[src/rtl/iter_alu_exec_if.sv]
// Handshake bus for iter_alu_exec: operand request channel plus result channel.
interface iter_alu_exec_if #(parameter int XLEN = 32);
  logic            in_valid;
  logic            in_ready;
  logic [3:0]      in_op;
  logic [XLEN-1:0] in_a;
  logic [XLEN-1:0] in_b;
  logic            out_valid;
  logic            out_ready;
  logic [XLEN-1:0] out_result;
  logic            out_zero;
  logic            out_illegal;

  modport master (
    output in_valid, in_op, in_a, in_b, out_ready,
    input  in_ready, out_valid, out_result, out_zero, out_illegal
  );

  modport slave (
    input  in_valid, in_op, in_a, in_b, out_ready,
    output in_ready, out_valid, out_result, out_zero, out_illegal
  );
endinterface

[src/rtl/iter_alu_exec.sv]
// Execute-stage ALU: single-cycle ops, iterative 1-bit/cycle shifter by default.
// Define ALU_FAST_SHIFT_EN to replace the iterative shifter with a barrel shifter.
module iter_alu_exec #(
  parameter int XLEN = 32
) (
  input logic            clk,
  input logic            rst_n,
  iter_alu_exec_if.slave bus
);
  localparam int SW = $clog2(XLEN);

  typedef enum logic [3:0] {
    OP_ADD  = 4'd0,  OP_SUB  = 4'd1,  OP_AND    = 4'd2,  OP_OR     = 4'd3,
    OP_XOR  = 4'd4,  OP_SLL  = 4'd5,  OP_SRL    = 4'd6,  OP_SRA    = 4'd7,
    OP_SLT  = 4'd8,  OP_SLTU = 4'd9,  OP_A_PASS = 4'd10, OP_B_PASS = 4'd11,
    OP_NOP  = 4'hF
  } alu_op_e;

  typedef enum logic [1:0] {S_IDLE, S_SHIFT, S_DONE} state_e;

  state_e          state;
  alu_op_e         op;
  logic [SW-1:0]   shamt;
  logic [XLEN-1:0] res;
  logic            illegal;

  assign op           = alu_op_e'(bus.in_op);
  assign shamt        = bus.in_b[SW-1:0];
  // Gated by rst_n so the block never advertises ready while held in reset.
  assign bus.in_ready = rst_n && (state == S_IDLE);

`ifdef ALU_FAST_SHIFT_EN
`else
  alu_op_e         op_q;
  logic [XLEN-1:0] work;
  logic [XLEN-1:0] step;
  logic [SW-1:0]   cnt;
  logic            is_shift;

  always_comb begin
    step = {1'b0, work[XLEN-1:1]};
    case (op_q)
      OP_SLL:  step = {work[XLEN-2:0], 1'b0};
      OP_SRA:  step = {work[XLEN-1], work[XLEN-1:1]};
      default: step = {1'b0, work[XLEN-1:1]};
    endcase
  end
`endif

  always_comb begin
    res     = '0;
    illegal = 1'b0;
`ifdef ALU_FAST_SHIFT_EN
`else
    is_shift = 1'b0;
`endif
    case (op)
      OP_ADD:    res = bus.in_a + bus.in_b;
      OP_SUB:    res = bus.in_a - bus.in_b;
      OP_AND:    res = bus.in_a & bus.in_b;
      OP_OR:     res = bus.in_a | bus.in_b;
      OP_XOR:    res = bus.in_a ^ bus.in_b;
`ifdef ALU_FAST_SHIFT_EN
      OP_SLL:    res = bus.in_a << shamt;
      OP_SRL:    res = bus.in_a >> shamt;
      OP_SRA:    res = $unsigned($signed(bus.in_a) >>> shamt);
`else
      // Zero-distance shifts finish immediately; others go through SHIFT.
      OP_SLL, OP_SRL, OP_SRA: begin
        res      = bus.in_a;
        is_shift = 1'b1;
      end
`endif
      OP_SLT:    res = {{(XLEN-1){1'b0}}, $signed(bus.in_a) < $signed(bus.in_b)};
      OP_SLTU:   res = {{(XLEN-1){1'b0}}, bus.in_a < bus.in_b};
      OP_A_PASS: res = bus.in_a;
      OP_B_PASS: res = bus.in_b;
      OP_NOP:    res = '0;
      default:   illegal = 1'b1;
    endcase
  end

  always_ff @(posedge clk) begin
    if (!rst_n) begin
      state           <= S_IDLE;
      bus.out_valid   <= 1'b0;
      bus.out_result  <= '0;
      bus.out_zero    <= 1'b0;
      bus.out_illegal <= 1'b0;
`ifdef ALU_FAST_SHIFT_EN
`else
      op_q <= OP_NOP;
      work <= '0;
      cnt  <= '0;
`endif
    end else begin
      case (state)
        S_IDLE: begin
          if (bus.in_valid) begin
            bus.out_illegal <= illegal;
            if (op != OP_NOP) begin
`ifdef ALU_FAST_SHIFT_EN
              bus.out_result <= res;
              bus.out_zero   <= (res == '0);
              bus.out_valid  <= 1'b1;
              state          <= S_DONE;
`else
              if (is_shift && shamt != '0) begin
                op_q  <= op;
                work  <= bus.in_a;
                cnt   <= shamt;
                state <= S_SHIFT;
              end else begin
                bus.out_result <= res;
                bus.out_zero   <= (res == '0);
                bus.out_valid  <= 1'b1;
                state          <= S_DONE;
              end
`endif
            end
          end
        end
`ifdef ALU_FAST_SHIFT_EN
`else
        S_SHIFT: begin
          work <= step;
          cnt  <= cnt - 1'b1;
          if (cnt == SW'(1)) begin
            bus.out_result <= step;
            bus.out_zero   <= (step == '0);
            bus.out_valid  <= 1'b1;
            state          <= S_DONE;
          end
        end
`endif
        S_DONE: begin
          if (bus.out_ready) begin
            bus.out_valid <= 1'b0;
            state         <= S_IDLE;
          end
        end
        default: state <= S_IDLE;
      endcase
    end
  end
endmodule
[src/flat_wrapper.sv]
// flat-port wrapper written by rule: the top's interface ports become plain ports
module iter_alu_exec_flat 
#(
  parameter int XLEN = 32
)
  (clk, rst_n, bus_in_valid, bus_in_op, bus_in_a, bus_in_b, bus_out_ready, bus_in_ready, bus_out_valid, bus_out_result, bus_out_zero, bus_out_illegal);
  iter_alu_exec_if #(.XLEN(XLEN)) bus_i ();
  input logic clk;
  input logic rst_n;
  input wire logic [$bits(bus_i.in_valid)-1:0] bus_in_valid;
  input wire logic [$bits(bus_i.in_op)-1:0] bus_in_op;
  input wire logic [$bits(bus_i.in_a)-1:0] bus_in_a;
  input wire logic [$bits(bus_i.in_b)-1:0] bus_in_b;
  input wire logic [$bits(bus_i.out_ready)-1:0] bus_out_ready;
  output wire logic [$bits(bus_i.in_ready)-1:0] bus_in_ready;
  output wire logic [$bits(bus_i.out_valid)-1:0] bus_out_valid;
  output wire logic [$bits(bus_i.out_result)-1:0] bus_out_result;
  output wire logic [$bits(bus_i.out_zero)-1:0] bus_out_zero;
  output wire logic [$bits(bus_i.out_illegal)-1:0] bus_out_illegal;
  assign bus_i.in_valid = bus_in_valid;
  assign bus_i.in_op = bus_in_op;
  assign bus_i.in_a = bus_in_a;
  assign bus_i.in_b = bus_in_b;
  assign bus_i.out_ready = bus_out_ready;
  assign bus_in_ready = bus_i.in_ready;
  assign bus_out_valid = bus_i.out_valid;
  assign bus_out_result = bus_i.out_result;
  assign bus_out_zero = bus_i.out_zero;
  assign bus_out_illegal = bus_i.out_illegal;
  iter_alu_exec #(.XLEN(XLEN)) u_core (.clk(clk), .rst_n(rst_n), .bus(bus_i));
endmodule
[config.mk]
export PLATFORM = sky130hd
export DESIGN_NAME = iter_alu_exec_flat
export DESIGN_NICKNAME = d
export VERILOG_FILES = /design/src/rtl/iter_alu_exec_if.sv /design/src/rtl/iter_alu_exec.sv /design/src/flat_wrapper.sv
export SDC_FILE = /design/constraint.sdc
export NUM_CORES = 1
export LEC_CHECK = 0
export CORE_MARGIN = 1.5
export CORE_UTILIZATION = 64
export DETAILED_ROUTE_END_ITERATION = 16
export GPL_ROUTABILITY_DRIVEN = 0
export GPL_TIMING_DRIVEN = 0
export HOLD_SLACK_MARGIN = 0.03
export MAX_ROUTING_LAYER = met4
export PLACE_DENSITY = 0.93
export REMOVE_ABC_BUFFERS = 1
export SLEW_MARGIN = 20
export SYNTH_ARGS = -nofsm -noshare
export SYNTH_HDL_FRONTEND = slang
export SYNTH_SLANG_ARGS = --single-unit
[constraint.sdc]
create_clock -name clk -period 14.75 [get_ports clk]
set_clock_uncertainty 0.15 [all_clocks]
set_input_delay 3.6875 -clock clk [delete_from_list [all_inputs] [get_ports clk]]
set_output_delay 3.6875 -clock clk [all_outputs]
set_load 0.01 [all_outputs]
Word-level counts from Yosys, hierarchy flattened --
Index checks and enable logic that the tools add are counted.
Word-level totals: flip-flop bits (word level) 78, input bits 72
Operators by class: add/sub/neg operators 3, bitwise gates (word level) 3, mux-type cells 34, order comparisons 2, eq/ne operators 24, reductions and logical operators 18
Operator list (number):
- case mux 32 bit (9 select lines) | 1
- two-way mux 32 bit | 7
- case mux 32 bit (2 select lines) | 3
- logical NOT 32 bit | 2
- less-than comparator 32 bit | 2
- adder 32 bit | 1
- bitwise AND 32 bit | 1
- bitwise OR 32 bit | 1
- subtractor 32 bit | 1
- bitwise XOR 32 bit | 1
- equality test 4 x 3 -> 1 bit, second input constant | 6
- equality test 4 bit, second input constant | 5
- two-way mux 5 bit | 3
- OR reduction 13 bit | 1
- AND reduction 4 bit | 3
- two-way mux 1 bit | 11
- two-way mux 2 bit | 5
- != test 2 bit, second input constant | 5
- case mux 5 bit (2 select lines) | 1
- equality test 4 x 2 -> 1 bit, second input constant | 2
- case mux 2 bit (3 select lines) | 1
- AND reduction 6 bit | 1
- equality test 5 x 1 -> 1 bit, second input constant | 1
- AND reduction 5 bit | 1
- 17 further kinds | 18

Longest topological paths before layout --
word-level depth 8, depth in mapped cells 15, depth with buffers taken out 14

Least setup slack after synthesis --
Ideal clock, no wire load.
kind input -> output, start input port rst_n, end output port bus_in_ready, data arrival time 4.322 ns, path buffers 2, slack 6.590 ns, stages 3, path through clkbuf_1 > clkbuf_1 > and2_1
On the way: word-level cells in the longest chain between the ends 1
RTL lines:
- start, declared | RTL line flat_wrapper.sv:9 | input logic rst_n;
- logical AND 1 bit | RTL line iter_alu_exec.sv:30 | assign bus.in_ready = rst_n && (state == S_IDLE);
- end, declared | RTL line flat_wrapper.sv:15 | output wire logic [$bits(bus_i.in_ready)-1:0] bus_in_ready;
Every way passes these cells.

Worst setup path in the final report --
start input port bus_in_op[1], end register u_core.bus.out_zero
On the way: word-level cells in the longest chain between the ends 8, elaborated cells between the ends (all ways) 26, classes of those cells 14 x eq/ne; 6 x mux; 6 x reduce/logical
RTL lines:
- start, declared | RTL line flat_wrapper.sv:11 | input wire logic [$bits(bus_i.in_op)-1:0] bus_in_op;
- equality test 4 bit / equality test 4 x 3 -> 1 bit (equally long branches) | RTL line iter_alu_exec.sv:57 | case (op)
- OR reduction 4 bit (no line)
- case mux 32 bit (9 select lines) | RTL line iter_alu_exec.sv:57
- logical NOT 32 bit | RTL line iter_alu_exec.sv:115 | bus.out_zero <= (res == '0);
- two-way mux 1 bit | RTL line iter_alu_exec.sv:108 | if (is_shift && shamt != '0) begin
- two-way mux 1 bit | RTL line iter_alu_exec.sv:101 | if (op != OP_NOP) begin
- two-way mux 1 bit | RTL line iter_alu_exec.sv:99 | if (bus.in_valid) begin
- case mux 1 bit (2 select lines) | RTL line iter_alu_exec.sv:97 | case (state)
- end signal, assigned | RTL line iter_alu_exec.sv:115
- end signal, assigned | RTL line iter_alu_exec.sv:130 | bus.out_zero <= (step == '0);
- end, declared | RTL line iter_alu_exec_if.sv:21 | output in_ready, out_valid, out_result, out_zero, out_illegal
Several ways; a longest one is shown, not always the timed one. The select of a mux whose other input is x is not followed. A chain may end at the register's enable or synchronous reset.

==> run_results.csv <==
group,metric,value,unit
status,outcome,"finished, final reports clean",
clock_tree,postCtsHoldBufs,0,
synthesis,async_reset_ff_share,0,%
clock_tree,tritoncts,"done",
worst_setup_path,startpoint_type,"primary input",
floorplanning,die-area,16400,µm²
sta,min_period_over_period,63.8,%
grt,grt_max_degree,57,
clock_tree,cts_sinks,78,
power,p_sw_share,39.5,%
placement,portBuffers,107,
clock_tree,ctsResizeCount,0,
sta,worst_pin_slew,1.31,ns
detailed_routing,first_pass_iters,9,
detailed_routing,vias_per_cell,7.28,
sta,finalHoldViolations,0,
synthesis,yosysMostFrequentCell,"nand2_1",
detailed_routing,drc,0,
power,seqPwrFrac,27.7,%
detailed_routing,vias,12455,
power,pwr-share-comb,45.1,%
worst_setup_path,path_max_fanout,26,
worst_setup_path,worst-setup-path-type,"in2reg",
clock_tree,post_cts_buffers,0,
synthesis,synthesis.area,10000,µm²
sta,max_freq,106,MHz
grt,grt_pass1_wl,57.7,mm
floorplanning,coreArea,15300,µm²
power,clock_power_share,27.2,%
synthesis,synth_seq_cells,78,
detailed_routing,wl,36.6,mm
power,cellLeakagePower,4.48,nW
placement,dp.cells,1695,
clock_tree,clock_latency,0.34,ns
worst_setup_path,ff2ff_setup_slack,9.88,ns
floorplanning,rows,45,
cells_and_area,regArea,1560,µm²
synthesis,seq_area_frac_synth,15.6,%
floorplanning,io_pins,108,
cells_and_area,drive_above_1_share,3.60,%
power,p_sw,0.000345,W
cells_and_area,stdcell_count,1711,
job,cap_violations,0,
clock_tree,ctsLongestPathBuffers,2,
detailed_routing,drtIter0Drc,2634,
cells_and_area,fin_nets,1670,
power,p_int,0.000527,W
floorplanning,die_h,128,µm
worst_setup_path,arrival,9.49,ns
synthesis,yosys_warnings,0,
clock_tree,numCtsBuffers,9,
worst_setup_path,cp.required,14.83,ns
synthesis,postSynthCellCount,1471,
synthesis,ys_dominant_reg_cell,"dfxtp_1",
worst_setup_path,endpoint_kind,"flop",
floorplanning,start_util,65.7,%
synthesis,yosys-top-cells-area,"dfxtp_1, ha_1, nand2_1",
power,ir_worst_vdd,0.0000578,V
sta,setup_violations,0,
cells_and_area,antenna_cells,0,
grt,overflow,0,
clock_tree,cts-root-buf,"clkbuf_16",
synthesis,synth_edf_count,0,
detailed_routing,detail-route-antenna-nets,0,
grt,grt_pass1_vias,11429,
synthesis,synth_commonest_cells,"nand2_1, inv_1, a21oi_1",
synthesis,ys_types,74,
synthesis,yosys.area.top_type,"dfxtp_1",
detailed_routing,wl_per_cell,21.4,µm
power,powerDensity,76.0,nW/µm²
clock_tree,h-tree-depth,3,
sta,finalMaxSlewViolations,0,
floorplanning,die_x,128,µm
sta,fin_crit,9.41,ns
clock_tree,path_clk_slew,0.05,ns
cells_and_area,n_fill_cell,1166,
sta,finalSetupTns,0,ns
placement,place_hpwl,26.7,mm
cells_and_area,area_growth,14.4,%
cells_and_area,multi_input_area,7720,µm²
grt,grt_usage,45.2,%
synthesis,synth_top_area_share,15.6,%
sta,rsz0062_at_grt,"false",
grt,antenna_found_initial,0,
sta,max_slew_margin,12.4,%
hold_path,min_path_type,"reg2reg",
synthesis,avgSynthCellArea,6.82,µm²
sequential cells by signal, summed over array words and instances (netlist names):
| name | flops |
|---|---|
| u_core.bus.out_illegal | 1 |
| u_core.bus.out_zero | 1 |
| u_core.work | 32 |
| u_core.op_q | 4 |
| u_core.bus.out_result | 32 |
| u_core.cnt | 5 |
| u_core.state | 2 |
| u_core.bus.out_valid | 1 |
cells by family after synthesis:
logic type                 Yosys count  share of synthesized area, %
xor gates and xnor gates             8                         0.698
and+or+nand+nor                    535                          25.2
muxes                               14                          1.42
DFF                                 78                          15.6
AOI/OAI and AO/OA                  521                          36.0
buffers and inverters              212                          8.14
adders and majority gates          103                          13.0
critical path, stage by stage:
cell and delay [ns]:
clkdlybuf4s50_1 0.90, nand2b_1 0.81, o22ai_4 0.45, a222oi_1 0.45, nand3_1 0.18, or4b_1 0.54, or4_1 0.52, or4_1 0.53
or4_1 0.50, nor4_1 0.34, nand4b_1 0.18, o41ai_2 0.39
worst paths after layout:
path                                                            start                                     to  depth (start not counted)
worst max-delay path                                     bus_in_op[1]       u_core.bus.out_zero$_SDFFE_PN0P_                         12
worst min-delay path            u_core.bus.out_result[3]$_SDFFE_PN0P_  u_core.bus.out_result[3]$_SDFFE_PN0P_                          2
worst max register to register             u_core.cnt[0]$_SDFFE_PN0P_       u_core.bus.out_zero$_SDFFE_PN0P_                         11
worst min register to register  u_core.bus.out_result[3]$_SDFFE_PN0P_  u_core.bus.out_result[3]$_SDFFE_PN0P_                          2
power groups by stage:
| stage | Sequential (W) | Clock (W) | Combinational, W |
|---|---|---|---|
| final | 0.000242 | 0.000237 | 0.000393 |
| after global routing | 0.000243 | 0.000246 | 0.000420 |
| after CTS | 0.000241 | 0.000236 | 0.000374 |
| after detailed placement | 0.000245 | 0 | 0.000371 |
| after global placement | 0.000244 | 0 | 0.000356 |
| after floorplan | 0.000248 | 0 | 0.000225 |
layout make-up:
class / count / area share (%)
Multi-Input combinational cell: 1181 / 67.3
Sequential cell: 78 / 13.6
Timing Repair Buffer: 119 / 10.6
Inverter: 106 / 3.47
Tap cell: 211 / 2.30
Clock buffer: 12 / 2.15
Clock inverter: 4 / 0.611
cell usage in the layout (no fill, tap or decap), types with 6 or more instances in the layout:
cell type	netlist	layout
a21oi_1	102	101
nand4_1	15	15
nand2b_1	6	6
a21boi_0	61	61
nand2_1	214	212
o221ai_1	8	8
dfxtp_1	78	78
nor4_1	30	29
a211oi_1	20	20
nand3_1	58	57
o211ai_1	66	66
o21ai_0	80	80
ha_1	101	100
a211o_1	9	9
o22ai_1	11	11
o21bai_1	7	7
nor2_1	99	99
and3_1	6	6
a221oi_1	22	22
or4_1	10	10
a31oi_1	16	16
nor2b_1	17	17
mux2i_1	12	12
a21o_1	14	14
nor3_1	31	30
inv_1	105	105
and2_1	14	13
a222oi_1	10	10
o211a_1	7	7
xnor2_1	8	8
clkbuf_16	0	9
a22oi_1	20	20
buf_2	1	6
o31ai_1	14	14
clkdlybuf4s50_1	0	104
a311oi_1	7	7
layer usage:
| metal | global-route usage [%] | routed length (µm) |
|---|---|---|
| met1 | 56.1 | 12800 |
| met2 | 66.3 | 15200 |
| met3 | 12.4 | 6000 |
| met4 | 24.9 | 2520 |
| met5 | - | 0 |
per-stage QoR:
step | total power (W) | setup WS (ns) | hold WS (ns) | utilization (%) | area, µm²
after floorplan | 0.000473 | 7.00 | 0.265 | - | 9610
after global placement | 0.000601 | 3.02 | 0.279 | 71.8 | 10900
after detailed placement | 0.000616 | 5.27 | 0.297 | 73.1 | 11200
after CTS | 0.000852 | 5.56 | 0.313 | 75.2 | 11500
after global routing | 0.000908 | 5.30 | 0.337 | 75.2 | 11500
final | 0.000872 | 5.34 | 0.308 | 75.2 | 11500
No activity file was read; power rests on OpenSTA's default activity.
